[src/rtl/nvcm_recall_seq_if.sv]
// Bitstream handshake between the recall sequencer and the configuration loader.
// The master holds bs_data stable while bs_valid is high until bs_ready accepts it.
interface nvcm_recall_seq_if #(
    parameter int DATA_W = 9
) ();
    logic [DATA_W-1:0] bs_data;
    logic              bs_valid;
    logic              bs_ready;

    modport master (output bs_data, output bs_valid, input bs_ready);
    modport slave  (input bs_data, input bs_valid, output bs_ready);
endinterface

[src/rtl/nvcm_recall_seq.sv]
// NVCM recall sequencer: walks blk/row/col up to latched limits and streams each word out.
// Latency: 1+PWRUP_CYC+1+RD_WAIT+1 cycles from start to first bs_valid, then RD_WAIT+4 per word.
// Backpressure: PUSH holds bs_data/bs_valid until bs_ready; NVCM_PARITY_CHK_EN enables odd-parity abort.
module nvcm_recall_seq #(
    parameter int ROW_W     = 9,
    parameter int COL_W     = 12,
    parameter int BLK_W     = 4,
    parameter int DATA_W    = 9,
    parameter int RD_WAIT   = 3,
    parameter int PWRUP_CYC = 8
) (
    input  logic              clk,
    input  logic              rst,
    input  logic              start,
    input  logic [ROW_W-1:0]  max_rowadd,
    input  logic [COL_W-1:0]  max_coladd,
    input  logic [BLK_W-1:0]  max_blkadd,
    input  logic              margin_rd,
    input  logic [DATA_W-1:0] nv_dataout,
    output logic              fsm_nvcmen,
    output logic              fsm_rd,
    output logic              fsm_sample,
    output logic [ROW_W-1:0]  fsm_rowadd,
    output logic [COL_W-1:0]  fsm_coladd,
    output logic [BLK_W-1:0]  fsm_blkadd,
    output logic [BLK_W-1:0]  fsm_blkadd_b,
    output logic              fsm_tm_margin0_read,
    nvcm_recall_seq_if.master bs,
    output logic              nvcm_boot,
    output logic              nvcm_rdy,
    output logic              err
);

    typedef enum logic [2:0] {
        S_IDLE, S_PWRUP, S_ADDR, S_READ, S_SAMPLE, S_PUSH, S_NEXT, S_DONE
    } state_t;

    state_t            state_q, state_d;
    logic [7:0]        cnt_q;
    logic [ROW_W-1:0]  row_q, max_row_q;
    logic [COL_W-1:0]  col_q, max_col_q;
    logic [BLK_W-1:0]  blk_q, max_blk_q;
    logic              margin_q;
    logic [DATA_W-1:0] data_q;
    logic              busy;
    logic              last_col, last_row, last_blk, last_word;
    logic              accept_start;
    logic              parity_bad;

    assign last_col     = (col_q == max_col_q);
    assign last_row     = (row_q == max_row_q);
    assign last_blk     = (blk_q == max_blk_q);
    assign last_word    = last_col && last_row && last_blk;
    assign accept_start = start && ((state_q == S_IDLE) || (state_q == S_DONE));

`ifdef NVCM_PARITY_CHK_EN
    logic err_q;

    // Stored MSB makes the whole word odd-weight; an even-weight word is corrupt.
    assign parity_bad = ~(^nv_dataout);
    assign err        = err_q;

    always_ff @(posedge clk) begin
        if (rst) begin
            err_q <= 1'b0;
        end else if (accept_start) begin
            err_q <= 1'b0;
        end else if (state_q == S_SAMPLE && parity_bad) begin
            err_q <= 1'b1;
        end
    end
`else
    assign parity_bad = 1'b0;
    assign err        = 1'b0;
`endif

    always_ff @(posedge clk) begin
        if (rst) begin
            state_q <= S_IDLE;
        end else begin
            state_q <= state_d;
        end
    end

    always_comb begin
        state_d     = state_q;
        busy        = 1'b0;
        fsm_rd      = 1'b0;
        fsm_sample  = 1'b0;
        bs.bs_valid = 1'b0;
        nvcm_rdy    = 1'b0;
        case (state_q)
            S_IDLE: begin
                if (accept_start) state_d = S_PWRUP;
            end
            S_PWRUP: begin
                busy = 1'b1;
                if (cnt_q == 8'(PWRUP_CYC - 1)) state_d = S_ADDR;
            end
            S_ADDR: begin
                busy    = 1'b1;
                state_d = S_READ;
            end
            S_READ: begin
                busy   = 1'b1;
                fsm_rd = 1'b1;
                if (cnt_q == 8'(RD_WAIT - 1)) state_d = S_SAMPLE;
            end
            S_SAMPLE: begin
                busy       = 1'b1;
                fsm_rd     = 1'b1;
                fsm_sample = 1'b1;
                state_d    = parity_bad ? S_DONE : S_PUSH;
            end
            S_PUSH: begin
                busy        = 1'b1;
                bs.bs_valid = 1'b1;
                if (bs.bs_ready) state_d = S_NEXT;
            end
            S_NEXT: begin
                busy    = 1'b1;
                state_d = last_word ? S_DONE : S_ADDR;
            end
            S_DONE: begin
                nvcm_rdy = 1'b1;
                if (accept_start) state_d = S_PWRUP;
            end
            default: state_d = S_IDLE;
        endcase
    end

    always_ff @(posedge clk) begin
        if (rst) begin
            cnt_q     <= '0;
            row_q     <= '0;
            col_q     <= '0;
            blk_q     <= '0;
            max_row_q <= '0;
            max_col_q <= '0;
            max_blk_q <= '0;
            margin_q  <= 1'b0;
            data_q    <= '0;
        end else begin
            case (state_q)
                S_IDLE, S_DONE: begin
                    if (accept_start) begin
                        max_row_q <= max_rowadd;
                        max_col_q <= max_coladd;
                        max_blk_q <= max_blkadd;
                        margin_q  <= margin_rd;
                        row_q     <= '0;
                        col_q     <= '0;
                        blk_q     <= '0;
                        cnt_q     <= '0;
                    end
                end
                S_PWRUP:  cnt_q <= cnt_q + 8'd1;
                S_ADDR:   cnt_q <= '0;
                S_READ:   cnt_q <= cnt_q + 8'd1;
                S_SAMPLE: begin
                    if (!parity_bad) data_q <= nv_dataout;
                end
                S_NEXT: begin
                    // Column runs fastest; the final word leaves the address parked.
                    if (!last_word) begin
                        if (!last_col) begin
                            col_q <= col_q + 1'b1;
                        end else begin
                            col_q <= '0;
                            if (!last_row) begin
                                row_q <= row_q + 1'b1;
                            end else begin
                                row_q <= '0;
                                blk_q <= blk_q + 1'b1;
                            end
                        end
                    end
                end
                default: ;
            endcase
        end
    end

    assign fsm_nvcmen          = busy;
    assign nvcm_boot           = busy;
    assign fsm_tm_margin0_read = busy && margin_q;
    assign fsm_rowadd          = row_q;
    assign fsm_coladd          = col_q;
    assign fsm_blkadd          = blk_q;
    assign fsm_blkadd_b        = ~blk_q;
    assign bs.bs_data          = data_q;

endmodule

[src/flat_wrapper.sv]
// flat-port wrapper written by rule: the top's interface ports become plain ports
module nvcm_recall_seq_flat 
#(
    parameter int ROW_W     = 9,
    parameter int COL_W     = 12,
    parameter int BLK_W     = 4,
    parameter int DATA_W    = 9,
    parameter int RD_WAIT   = 3,
    parameter int PWRUP_CYC = 8
)
  (clk, rst, start, max_rowadd, max_coladd, max_blkadd, margin_rd, nv_dataout, fsm_nvcmen, fsm_rd, fsm_sample, fsm_rowadd, fsm_coladd, fsm_blkadd, fsm_blkadd_b, fsm_tm_margin0_read, nvcm_boot, nvcm_rdy, err, bs_bs_data, bs_bs_valid, bs_bs_ready);
  nvcm_recall_seq_if #(.DATA_W(DATA_W)) bs_i ();
  input  logic clk;
  input  logic rst;
  input  logic start;
  input  logic [ROW_W-1:0] max_rowadd;
  input  logic [COL_W-1:0] max_coladd;
  input  logic [BLK_W-1:0] max_blkadd;
  input  logic margin_rd;
  input  logic [DATA_W-1:0] nv_dataout;
  output logic fsm_nvcmen;
  output logic fsm_rd;
  output logic fsm_sample;
  output logic [ROW_W-1:0] fsm_rowadd;
  output logic [COL_W-1:0] fsm_coladd;
  output logic [BLK_W-1:0] fsm_blkadd;
  output logic [BLK_W-1:0] fsm_blkadd_b;
  output logic fsm_tm_margin0_read;
  output logic nvcm_boot;
  output logic nvcm_rdy;
  output logic err;
  output wire logic [$bits(bs_i.bs_data)-1:0] bs_bs_data;
  output wire logic [$bits(bs_i.bs_valid)-1:0] bs_bs_valid;
  input wire logic [$bits(bs_i.bs_ready)-1:0] bs_bs_ready;
  assign bs_bs_data = bs_i.bs_data;
  assign bs_bs_valid = bs_i.bs_valid;
  assign bs_i.bs_ready = bs_bs_ready;
  nvcm_recall_seq #(.ROW_W(ROW_W), .COL_W(COL_W), .BLK_W(BLK_W), .DATA_W(DATA_W), .RD_WAIT(RD_WAIT), .PWRUP_CYC(PWRUP_CYC)) u_core (.clk(clk), .rst(rst), .start(start), .max_rowadd(max_rowadd), .max_coladd(max_coladd), .max_blkadd(max_blkadd), .margin_rd(margin_rd), .nv_dataout(nv_dataout), .fsm_nvcmen(fsm_nvcmen), .fsm_rd(fsm_rd), .fsm_sample(fsm_sample), .fsm_rowadd(fsm_rowadd), .fsm_coladd(fsm_coladd), .fsm_blkadd(fsm_blkadd), .fsm_blkadd_b(fsm_blkadd_b), .fsm_tm_margin0_read(fsm_tm_margin0_read), .bs(bs_i), .nvcm_boot(nvcm_boot), .nvcm_rdy(nvcm_rdy), .err(err));
endmodule
[config.mk]
export PLATFORM = sky130hd
export DESIGN_NAME = nvcm_recall_seq_flat
export DESIGN_NICKNAME = d
export VERILOG_FILES = /design/src/rtl/nvcm_recall_seq_if.sv /design/src/rtl/nvcm_recall_seq.sv /design/src/flat_wrapper.sv
export SDC_FILE = /design/constraint.sdc
export NUM_CORES = 1
export LEC_CHECK = 0
export CAP_MARGIN = 0
export CORE_UTILIZATION = 35
export DETAILED_ROUTE_END_ITERATION = 12
export GPL_TIMING_DRIVEN = 1
export PLACE_DENSITY = 0.7
export RECOVER_POWER = 25
export SYNTH_ARGS = -nofsm -noshare
export SYNTH_HDL_FRONTEND = slang
export SYNTH_SLANG_ARGS = --single-unit
[constraint.sdc]
create_clock -name clk -period 3.1 [get_ports clk]
set_input_delay 0.62 -clock clk [delete_from_list [all_inputs] [get_ports clk]]
set_output_delay 0.62 -clock clk [all_outputs]
set_load 0.02 [all_outputs]
=== Word-level counts from Yosys, hierarchy flattened ===
Index checks and enable logic that the tools add are counted.

* Register bits: 71
* Output and inout port bits: 46
* Word-level logic and storage cells: 79
* Bits of input ports: 39

* $add $sub $neg: 4
* Equality and inequality tests: 19
* Bitwise gates (word level): 1
* Reductions and logical operators: 18
* Multiplexer cells: 27

{| class="wikitable"
|+ Operators by type and width
! operator !! number
|-
| $mux W12 || 3
|-
| $mux W9 || 4
|-
| $pmux W12 S2 || 1
|-
| $pmux W8 S3 || 1
|-
| $pmux W3 S7 || 1
|-
| $pmux W9 S2 || 1
|-
| $mux W4 || 4
|-
| $mux W3 || 5
|-
| $add A12 B1 Y12 const B || 1
|-
| $eq A12 B12 Y1 || 1
|-
| $eq A3 B3 Y1 const B || 4
|-
| $ne A2 B1 Y1 const B || 5
|-
| $add A9 B1 Y9 const B || 1
|-
| $eq A9 B9 Y1 || 1
|-
| $add A8 B1 Y8 const B || 1
|-
| $eq A8 B2 Y1 const B || 1
|-
| $eq A8 B3 Y1 const B || 1
|-
| $mux W8 || 1
|-
| $pmux W4 S2 || 1
|-
| $reduce_and A4 Y1 || 2
|-
| $eq A3 B2 Y1 const B || 2
|-
| $reduce_or A2 Y1 || 3
|-
| $reduce_or A6 Y1 || 1
|-
| $mux W1 || 5
|-
| other kinds (13) || 18
|}

=== Longest topological paths before layout ===
Gate-level depths: netlist (run 1).

* Depth after elaboration: 5
* Gate-level depth with buffers: 8

=== Least setup slack after synthesis (run 1) ===
OpenSTA, ideal clock, no wires.

* Kind: flip-flop to output port
* Start: register u_core.state_q[2]
* End: output fsm_tm_margin0_read
* Slack: 767 ps
* Stages on the path, launching flop included: 7
* Data arrival time: 1713 ps
* Buffers on the path: 2
* Path through: dfxtp_1 clkbuf_1 clkbuf_1 nand2_1 nor2_1 nor2_1 and2_1

* Longest elaborated chain between the ends: 4
* Elaborated cells on any way between the ends: 9
* Those cells by class: eq/ne: 6; mux: 1; reduce/logical: 2

{| class="wikitable"
|+ RTL lines
! item !! line !! source
|-
| from (decl) || nvcm_recall_seq.sv:38 || <nowiki>state_t state_q, state_d;</nowiki>
|-
| from (signal assigned) || nvcm_recall_seq.sv:81 || <nowiki>state_q <= state_d;</nowiki>
|-
| $eq A3 B3 Y1 (tied with other cells) || nvcm_recall_seq.sv:92 || <nowiki>case (state_q)</nowiki>
|-
| $reduce_or A6 Y1 (no line) * || - ||
|-
| $mux W1 * || nvcm_recall_seq.sv:92 ||
|-
| via fsm_nvcmen || flat_wrapper.sv:21 || <nowiki>output logic fsm_nvcmen;</nowiki>
|-
| $logic_and A1 B1 Y1 * || nvcm_recall_seq.sv:186 || <nowiki>assign fsm_tm_margin0_read = busy && margin_q;</nowiki>
|-
| to (decl) || flat_wrapper.sv:28 || <nowiki>output logic fsm_tm_margin0_read;</nowiki>
|}

The timed path passes the listed nets; every way through them passes the cells marked *.

=== Final worst setup path (run 1) ===
* Start: register u_core.state_q[2]
* End: output fsm_sample

* Longest elaborated chain between the ends: 2

{| class="wikitable"
|+ RTL lines
! item !! line !! source
|-
| $eq A3 B3 Y1 || nvcm_recall_seq.sv:92 ||
|-
| $mux W1 || nvcm_recall_seq.sv:92 ||
|-
| to (decl) || flat_wrapper.sv:23 || <nowiki>output logic fsm_sample;</nowiki>
|}

Every way passes these cells.

==> results of run 1 <==
## power by group through the flow
| stage | logic (uW) | clock network (uW) | registers, uW |
|---|---|---|---|
| after CTS | 231 | 761 | 954 |
| after global placement | 226 | 0 | 975 |
| after floorplan | 140 | 0 | 971 |
| final | 228 | 749 | 954 |
| after global routing | 254 | 806 | 957 |
| after detailed placement | 229 | 0 | 975 |
## critical path, cell delays in order, from the launching register on
cell and delay, ns:
dfxtp_1 0.63, nand2_1 0.37, clkinv_1 0.10, buf_4 0.17, clkdlybuf4s50_1 0.62
## cells by family after synthesis
family                     share of synthesized area
other                                        0.00106
DFF                                            0.402
adders and majority gates                     0.0177
xor gates and xnor gates                      0.0764
AOI/OAI and AO/OA                              0.176
muxes                                        0.00884
and+or+nand+nor                                0.272
buffers and inverters                         0.0463
## through the flow
step,total power [uW],util,cell area (um2),hold WS [ns]
CTS,1950,0.479,4680,0.460
detailed placement,1200,0.459,4490,0.447
floorplan,1110,-,3540,0.432
finish,1930,0.478,4670,0.457
global route,2020,0.478,4670,0.474
global placement,1200,0.459,4490,0.443
## final timing paths
kind | end | slack, ns | startpoint | cells past startpoint
max | fsm_sample | 0.23 | u_core.state_q[2] | 4
min reg2reg | u_core.bs.bs_data[3] | 0.46 | u_core.bs.bs_data[3] | 2
min | u_core.bs.bs_data[3] | 0.46 | u_core.bs.bs_data[3] | 2
max reg2reg | u_core.fsm_rowadd[6] | 0.63 | u_core.state_q[2] | 6
## placed cells by master, fill, tap and decap left out, types with 3 or more instances in the layout
| cell type | instances |
|---|---|
| and2_1 | 4 |
| or4_1 | 4 |
| inv_1 | 10 |
| ha_1 | 5 |
| nor3_1 | 9 |
| clkdlybuf4s50_1 | 72 |
| o21ai_0 | 20 |
| nor2_1 | 27 |
| a31oi_1 | 6 |
| o31ai_1 | 6 |
| xor2_1 | 8 |
| buf_4 | 8 |
| a21oi_1 | 52 |
| xnor2_1 | 21 |
| nand2_1 | 94 |
| dlygate4sd3_1 | 10 |
| and4_1 | 3 |
| a311oi_1 | 3 |
| nand4_1 | 10 |
| clkinv_4 | 3 |
| clkbuf_8 | 9 |
| or3_1 | 11 |
| and3_1 | 6 |
| a211oi_1 | 3 |
| nand2b_1 | 3 |
| dfxtp_1 | 71 |
| nor2b_1 | 5 |
| nand3_1 | 11 |
## layout make-up
class	instances	area (um2)	area share
tap	133	166	0.0356
clock buffer	9	124	0.0265
sequential	71	1420	0.304
clock inverter	7	73.8	0.0158
multi-input combinational	345	1950	0.418
timing repair buffer	93	893	0.191
inverter	11	41.3	0.00884
## state kept, by name, summed over array words and instances, names as in the netlist
| name | flops |
|---|---|
| u_core.state_q | 3 |
| u_core.max_blk_q | 4 |
| u_core.fsm_blkadd | 4 |
| u_core.max_col_q | 12 |
| u_core.bs.bs_data | 9 |
| u_core.fsm_rowadd | 9 |
| u_core.max_row_q | 9 |
| u_core.margin_q | 1 |
| u_core.fsm_coladd | 12 |
| u_core.cnt_q | 8 |
## per-layer routing
metal | vias to the layer above | track usage
met1 | 1618 | 0.242
met4 | 0 | 0.0615
met3 | 12 | 0.0393
li1 | 1732 | -
met5 | - | 0
met2 | 97 | 0.286
==> flow_summary.toml, run 1 <==
[detailed_routing]
top_layer = "met4"
drt_iter0_drc = 217
wl_per_cell_um = 13.6
dr.pass1.iters = 4
vias = 3459
routed_wl_mm = 9.12
drcViolationCount = 0
drt-vias-per-instance = 5.17
met2_wirelength_mm = 4.21
wl_met3_um = 421
ant_nets = 0
drt-met1-wl_mm = 4.34

[clocking]
post_cts_buffers = 0
cts_hold_buf = 0
clk_path_buf_depth = 2
cts_sinks = 71
cts_resized = 0
cts_tree = "yes"
htreeDepth = 3
worstSkewPairLatency_ns = 0.36
cts_root_buf = "clkbuf_8"
clk_pin_slew_ns = 0.09
numCtsBuffers = 9

[die]
coreArea_um2 = 9770
dieWidth_um = 103
fp.dieH_um = 103
design.die.area_um2 = 10500
start_util = 0.362
ioPinCount = 85
num_rows = 36

[setup_path]
cp.required_ns = 2.48
crit_type = "reg -> out"
arrival_ns = 2.25
crit_fanout = 17
cp-start-kind = "flop"
endpoint_kind = "output pin"

[synth]
yosys_warnings = 0
synth_nets = 498
ys_ff_latch = 71
syn_area_per_cell_um2 = 7.80
async_flop_share = 0
yosys_most_used_dff = "dfxtp_1"
postSynthCellCount = 454
synth_edf_count = 0
ys_top_cells_by_count = "nand2_1 (94), dfxtp_1 (71), a21oi_1 (52)"
synth_area_leaders = "dfxtp_1 (40%), nand2_1 (10%), a21oi_1 (7.4%)"
yosysMostFrequentCell = "nand2_1"
synth_top_area_share = 0.402
yosysSeqAreaShare = 0.402
netlist_area_um2 = 3540
yosys.area.top_type = "dfxtp_1"
synth.distinct_cells = 55

[power]
net-switching-power_uw = 520
power_frac_comb = 0.118
p_sw_frac = 0.269
p_per_area_nw_per_um2 = 413
internal-power_uw = 1410
p_clk_frac = 0.388
ir_drop_mv = 0.221
seq_power_share = 0.494
p_leak_uw = 0.00161

[grt]
grt_pass1_vias = 3092
overflow = 0
grt_pass1_wl_mm = 14.8
antenna_found_initial = 0
grtUsageTotal = 0.180
grt_max_degree = 36

[layout]
fin_nets = 575
syn_to_final_growth_pct = 32.0
final_cells = 669
drive_gt1_frac = 0.0616
n_antenna_cell = 0
fillers = 951

[timing]
slew_viol_final = 0
fin_crit_sh = 0.926
setup_tns_ns = 0
worst_slew_pin_slew_ns = 0.822
fmax_ghz = 0.348
rsz0062_at_grt = "false"
relSlewSlack = 0.448
setup_viol = 0
hold_viol_final = 0
setup_slack_ns = 0.230
finClkSkew_ns = 0.0137
finalCriticalPeriod_ns = 2.87

[place]
dp_hpwl_mm = 6.67
placedCellCount = 653
dp_slack_ns = 0.287
routabilityCongestion = 0.803
portBuffers = 83

[run_status]
status = "finished clean"

[worst_hold_path]
min_path_type = "reg -> reg"

[flow_run]
max_cap_violations = 0
(Power assumes the default switching activity.)
==> run 2: changes to the inputs <==
- CORE_UTILIZATION: 35 -> 54
- PLACE_DENSITY: 0.7 -> 0.95
==> flow_summary.toml, run 2 (same netlist as run 1, synthesis figures left out) <==
[run_status]
status = "finished clean"

[power]
p_per_area_nw_per_um2 = 442
ir_drop_mv = 0.360
p_leak_uw = 0.00162

[die]
start_util = 0.557
fp.dieH_um = 83.0
coreArea_um2 = 6350
design.die.area_um2 = 6880
dieWidth_um = 83.0
ioPinCount = 85
num_rows = 29

[timing]
fmax_ghz = 0.342
finalCriticalPeriod_ns = 2.92
setup_tns_ns = 0
relSlewSlack = 0.502
worst_slew_pin_slew_ns = 0.741
fin_crit_sh = 0.942
slew_viol_final = 0
rsz0062_at_grt = "false"
setup_viol = 0
hold_viol_final = 0
finClkSkew_ns = 0.00871

[clocking]
cts_sinks = 71
post_cts_buffers = 0
clk_pin_slew_ns = 0.07
worstSkewPairLatency_ns = 0.35
htreeDepth = 3
cts_root_buf = "clkbuf_8"
cts_tree = "yes"
clk_path_buf_depth = 2
cts_hold_buf = 0
numCtsBuffers = 9

[detailed_routing]
wl_per_cell_um = 15.8
routed_wl_mm = 9.65
dr.pass1.iters = 5
ant_nets = 0
drt_iter0_drc = 346
vias = 3571
drt-vias-per-instance = 5.84
drcViolationCount = 0

[worst_hold_path]
min_path_type = "reg -> reg"

[place]
portBuffers = 83
dp_hpwl_mm = 6.70
placed_area_um2 = 4400
routabilityCongestion = 0.896

[setup_path]
crit_fanout = 17
cp.required_ns = 2.48
arrival_ns = 2.30
crit_type = "reg -> out"
endpoint_kind = "output pin"
cp-start-kind = "flop"

[grt]
antenna_found_initial = 0
overflow = 0
grtUsageTotal = 0.290
grt_max_degree = 58
grt_pass1_vias = 3439
grt_pass1_wl_mm = 16.0

[layout]
n_antenna_cell = 0
layout_common_cells = "nand2_1 (94), clkdlybuf4s50_1 (72), dfxtp_1 (70)"
final_cell_area_um2 = 4620
syn_to_final_growth_pct = 30.5
fin_nets = 573
layout_commonest_cell = "nand2_1"
drive_gt1_frac = 0.0599

[flow_run]
max_cap_violations = 0
## run 2: changes by cell type in the layout (fill, tap and decap cells not counted)
cell | previous run | this run
bufinv_16 | 1 | 2
clkinv_2 | 2 | 1
dfxtp_1 | 71 | 70
dfxtp_2 | 0 | 1
buf_4 | 8 | 6
clkbuf_8 | 9 | 11
clkinvlp_4 | 1 | 2
clkinv_4 | 3 | 0
## run 2: final cells by class
class / count / area (um2)
fillers: 468 / 1730
well taps: 77 / 96.3
flip-flops and latches: 71 / 1420
clock buffers: 11 / 151
clock inverters: 5 / 80.1
inverters: 11 / 41.3
multi-input cells: 345 / 1950
repair buffers: 91 / 878
## run 2: power breakdown
group | switching (uW) | total [uW] | leakage (uW) | internal (uW)
clock network | 351 | 846 | 0.000112 | 495
logic | 135 | 241 | 0.000928 | 106
registers | 20.9 | 956 | 0.000577 | 935
total | 507 | 2040 | 0.00162 | 1540
## run 2: final timing paths
check,startpoint,end,slack [ns],cells after the start
worst max-delay path,u_core.state_q[2],fsm_sample,0.18,3
worst min-delay path,u_core.bs.bs_data[8],u_core.bs.bs_data[8],0.46,2
worst max register to register,u_core.fsm_coladd[2],u_core.fsm_coladd[4],0.64,6
worst min register to register,u_core.bs.bs_data[8],u_core.bs.bs_data[8],0.46,2
## run 2: repair_timing
item                                    CTS  global route
endpoints found under the setup margin    0             1
hold endpoints to repair                  0             0
resized for setup                         0             1
## run 2: critical path: stages, from the launching register on
cell and delay (ns):
dfxtp_1 0.62, nand2_1 0.39, clkinv_1 0.29, clkdlybuf4s50_1 0.64
## run 2: routing by layer
layer	GRT usage	up-vias	wire length [um]
met3	0.0775	28	648
li1	-	1725	-
met1	0.344	1658	3910
met4	0.125	0	251
met2	0.493	160	4850
met5	0	-	0
## run 2: through the flow
stage               power, uW  std cells  utilization  worst slack [ns]  hold slack [ns]
finish                   2040        611        0.728             0.179            0.459
global route             2120        611        0.728            0.0271            0.473
CTS                      2050        611        0.730            0.0661            0.462
detailed placement       1210        595        0.693             0.319            0.451
global placement         1200        595        0.693             0.385            0.441
floorplan                1110        454            -             0.767            0.432
==> run 3: changes to the inputs <==
- CORE_UTILIZATION: 54 -> 50
- PLACE_DENSITY: 0.95 -> 0.9
- clock period: 3.1 -> 3.19 ns (I/O delays scaled with it)
==> flow_summary.toml, run 3 (same netlist as run 1, synthesis figures left out) <==
[layout]
fillers = 562
layout_common_cells = "nand2_1 (94), dfxtp_1 (71), clkdlybuf4s50_1 (70)"
final_cells = 629
fin_nets = 572
n_antenna_cell = 0
layout_commonest_cell = "nand2_1"
multi_input_area_um2 = 1950
fin_util = 0.674
final_cell_area_um2 = 4600
syn_to_final_growth_pct = 30.1
drive_gt1_frac = 0.0563
seq_area_um2 = 1420

[die]
num_rows = 30
fp.dieH_um = 86.1
dieWidth_um = 86.1
design.die.area_um2 = 7420
ioPinCount = 85
coreArea_um2 = 6830
start_util = 0.518

[detailed_routing]
routed_wl_mm = 9.31
ant_nets = 0
drcViolationCount = 0
dr.pass1.iters = 5
drt_iter0_drc = 264
vias = 3556
wl_per_cell_um = 14.8
drt-vias-per-instance = 5.65

[place]
portBuffers = 83
routabilityCongestion = 0.872
dp_hpwl_mm = 6.63
placed_area_um2 = 4420
placedCellCount = 613

[timing]
finalCriticalPeriod_ns = 2.96
hold_viol_final = 0
setup_viol = 0
fin_crit_sh = 0.927
setup_tns_ns = 0
finClkSkew_ns = 0.00920
relSlewSlack = 0.471
fmax_ghz = 0.338
slew_viol_final = 0
worst_slew_pin_slew_ns = 0.786
rsz0062_at_grt = "false"

[setup_path]
arrival_ns = 2.32
crit_fanout = 18
cp.required_ns = 2.55
crit_type = "reg -> out"
cp-start-kind = "flop"
endpoint_kind = "output pin"

[power]
p_per_area_nw_per_um2 = 411
ir_drop_mv = 0.306
p_leak_uw = 0.00160

[clocking]
worstSkewPairLatency_ns = 0.36
cts_sinks = 71
clk_path_buf_depth = 2
htreeDepth = 3
numCtsBuffers = 9
cts_resized = 0
cts_hold_buf = 0
cts_tree = "yes"
post_cts_buffers = 0
cts_root_buf = "clkbuf_8"
clk_pin_slew_ns = 0.08

[grt]
overflow = 0
grt_pass1_wl_mm = 15.3
antenna_found_initial = 0
grt_pass1_vias = 3305
grtUsageTotal = 0.260
grt_max_degree = 36

[worst_hold_path]
min_path_type = "reg -> reg"

[run_status]
status = "finished clean"

[flow_run]
max_cap_violations = 0
[run 3: where the power goes]
part	total, uW	internal [uW]	switching [uW]
clock	744	368	376
combinational	221	98.5	122
sequential	929	908	20.7
[run 3: path summary, 6_finish.rpt]
check	end	slack [ns]	depth (start not counted)	startpoint
min	u_core.bs.bs_data[5]	0.45	2	u_core.bs.bs_data[5]
max reg2reg	u_core.fsm_coladd[6]	0.71	6	u_core.state_q[2]
max	fsm_sample	0.23	5	u_core.state_q[1]
min reg2reg	u_core.bs.bs_data[5]	0.45	2	u_core.bs.bs_data[5]
[run 3: metal layers]
metal,GRT usage,part of all wire,up-vias
li1,-,-,1719
met1,0.311,0.42,1695
met2,0.445,0.49,117
met3,0.0674,0.063,25
met4,0.105,0.025,0
met5,0,0,-
[run 3: critical path, stage by stage (launching register included)]
cell and delay (ns):
dfxtp_1 0.67, nor2_1 0.07, nand2_1 0.08, buf_4 0.19, clkinv_1 0.30, clkdlybuf4s50_1 0.64
[run 3: layout make-up]
type / count / share of cell area
Multi-Input combinational cell: 345 / 0.424
Sequential cell: 71 / 0.309
Timing Repair Buffer: 90 / 0.189
Clock buffer: 9 / 0.0269
Tap cell: 96 / 0.0261
Clock inverter: 7 / 0.0166
Inverter: 11 / 0.00897
[run 3: through the flow]
stage,hold WS (ns),total power [uW],setup WS [ns]
after floorplan,0.432,1080,0.839
after global placement,0.441,1160,0.395
after detailed placement,0.449,1170,0.314
after CTS,0.461,1900,0.228
after global routing,0.478,1960,0.0639
final,0.452,1890,0.234
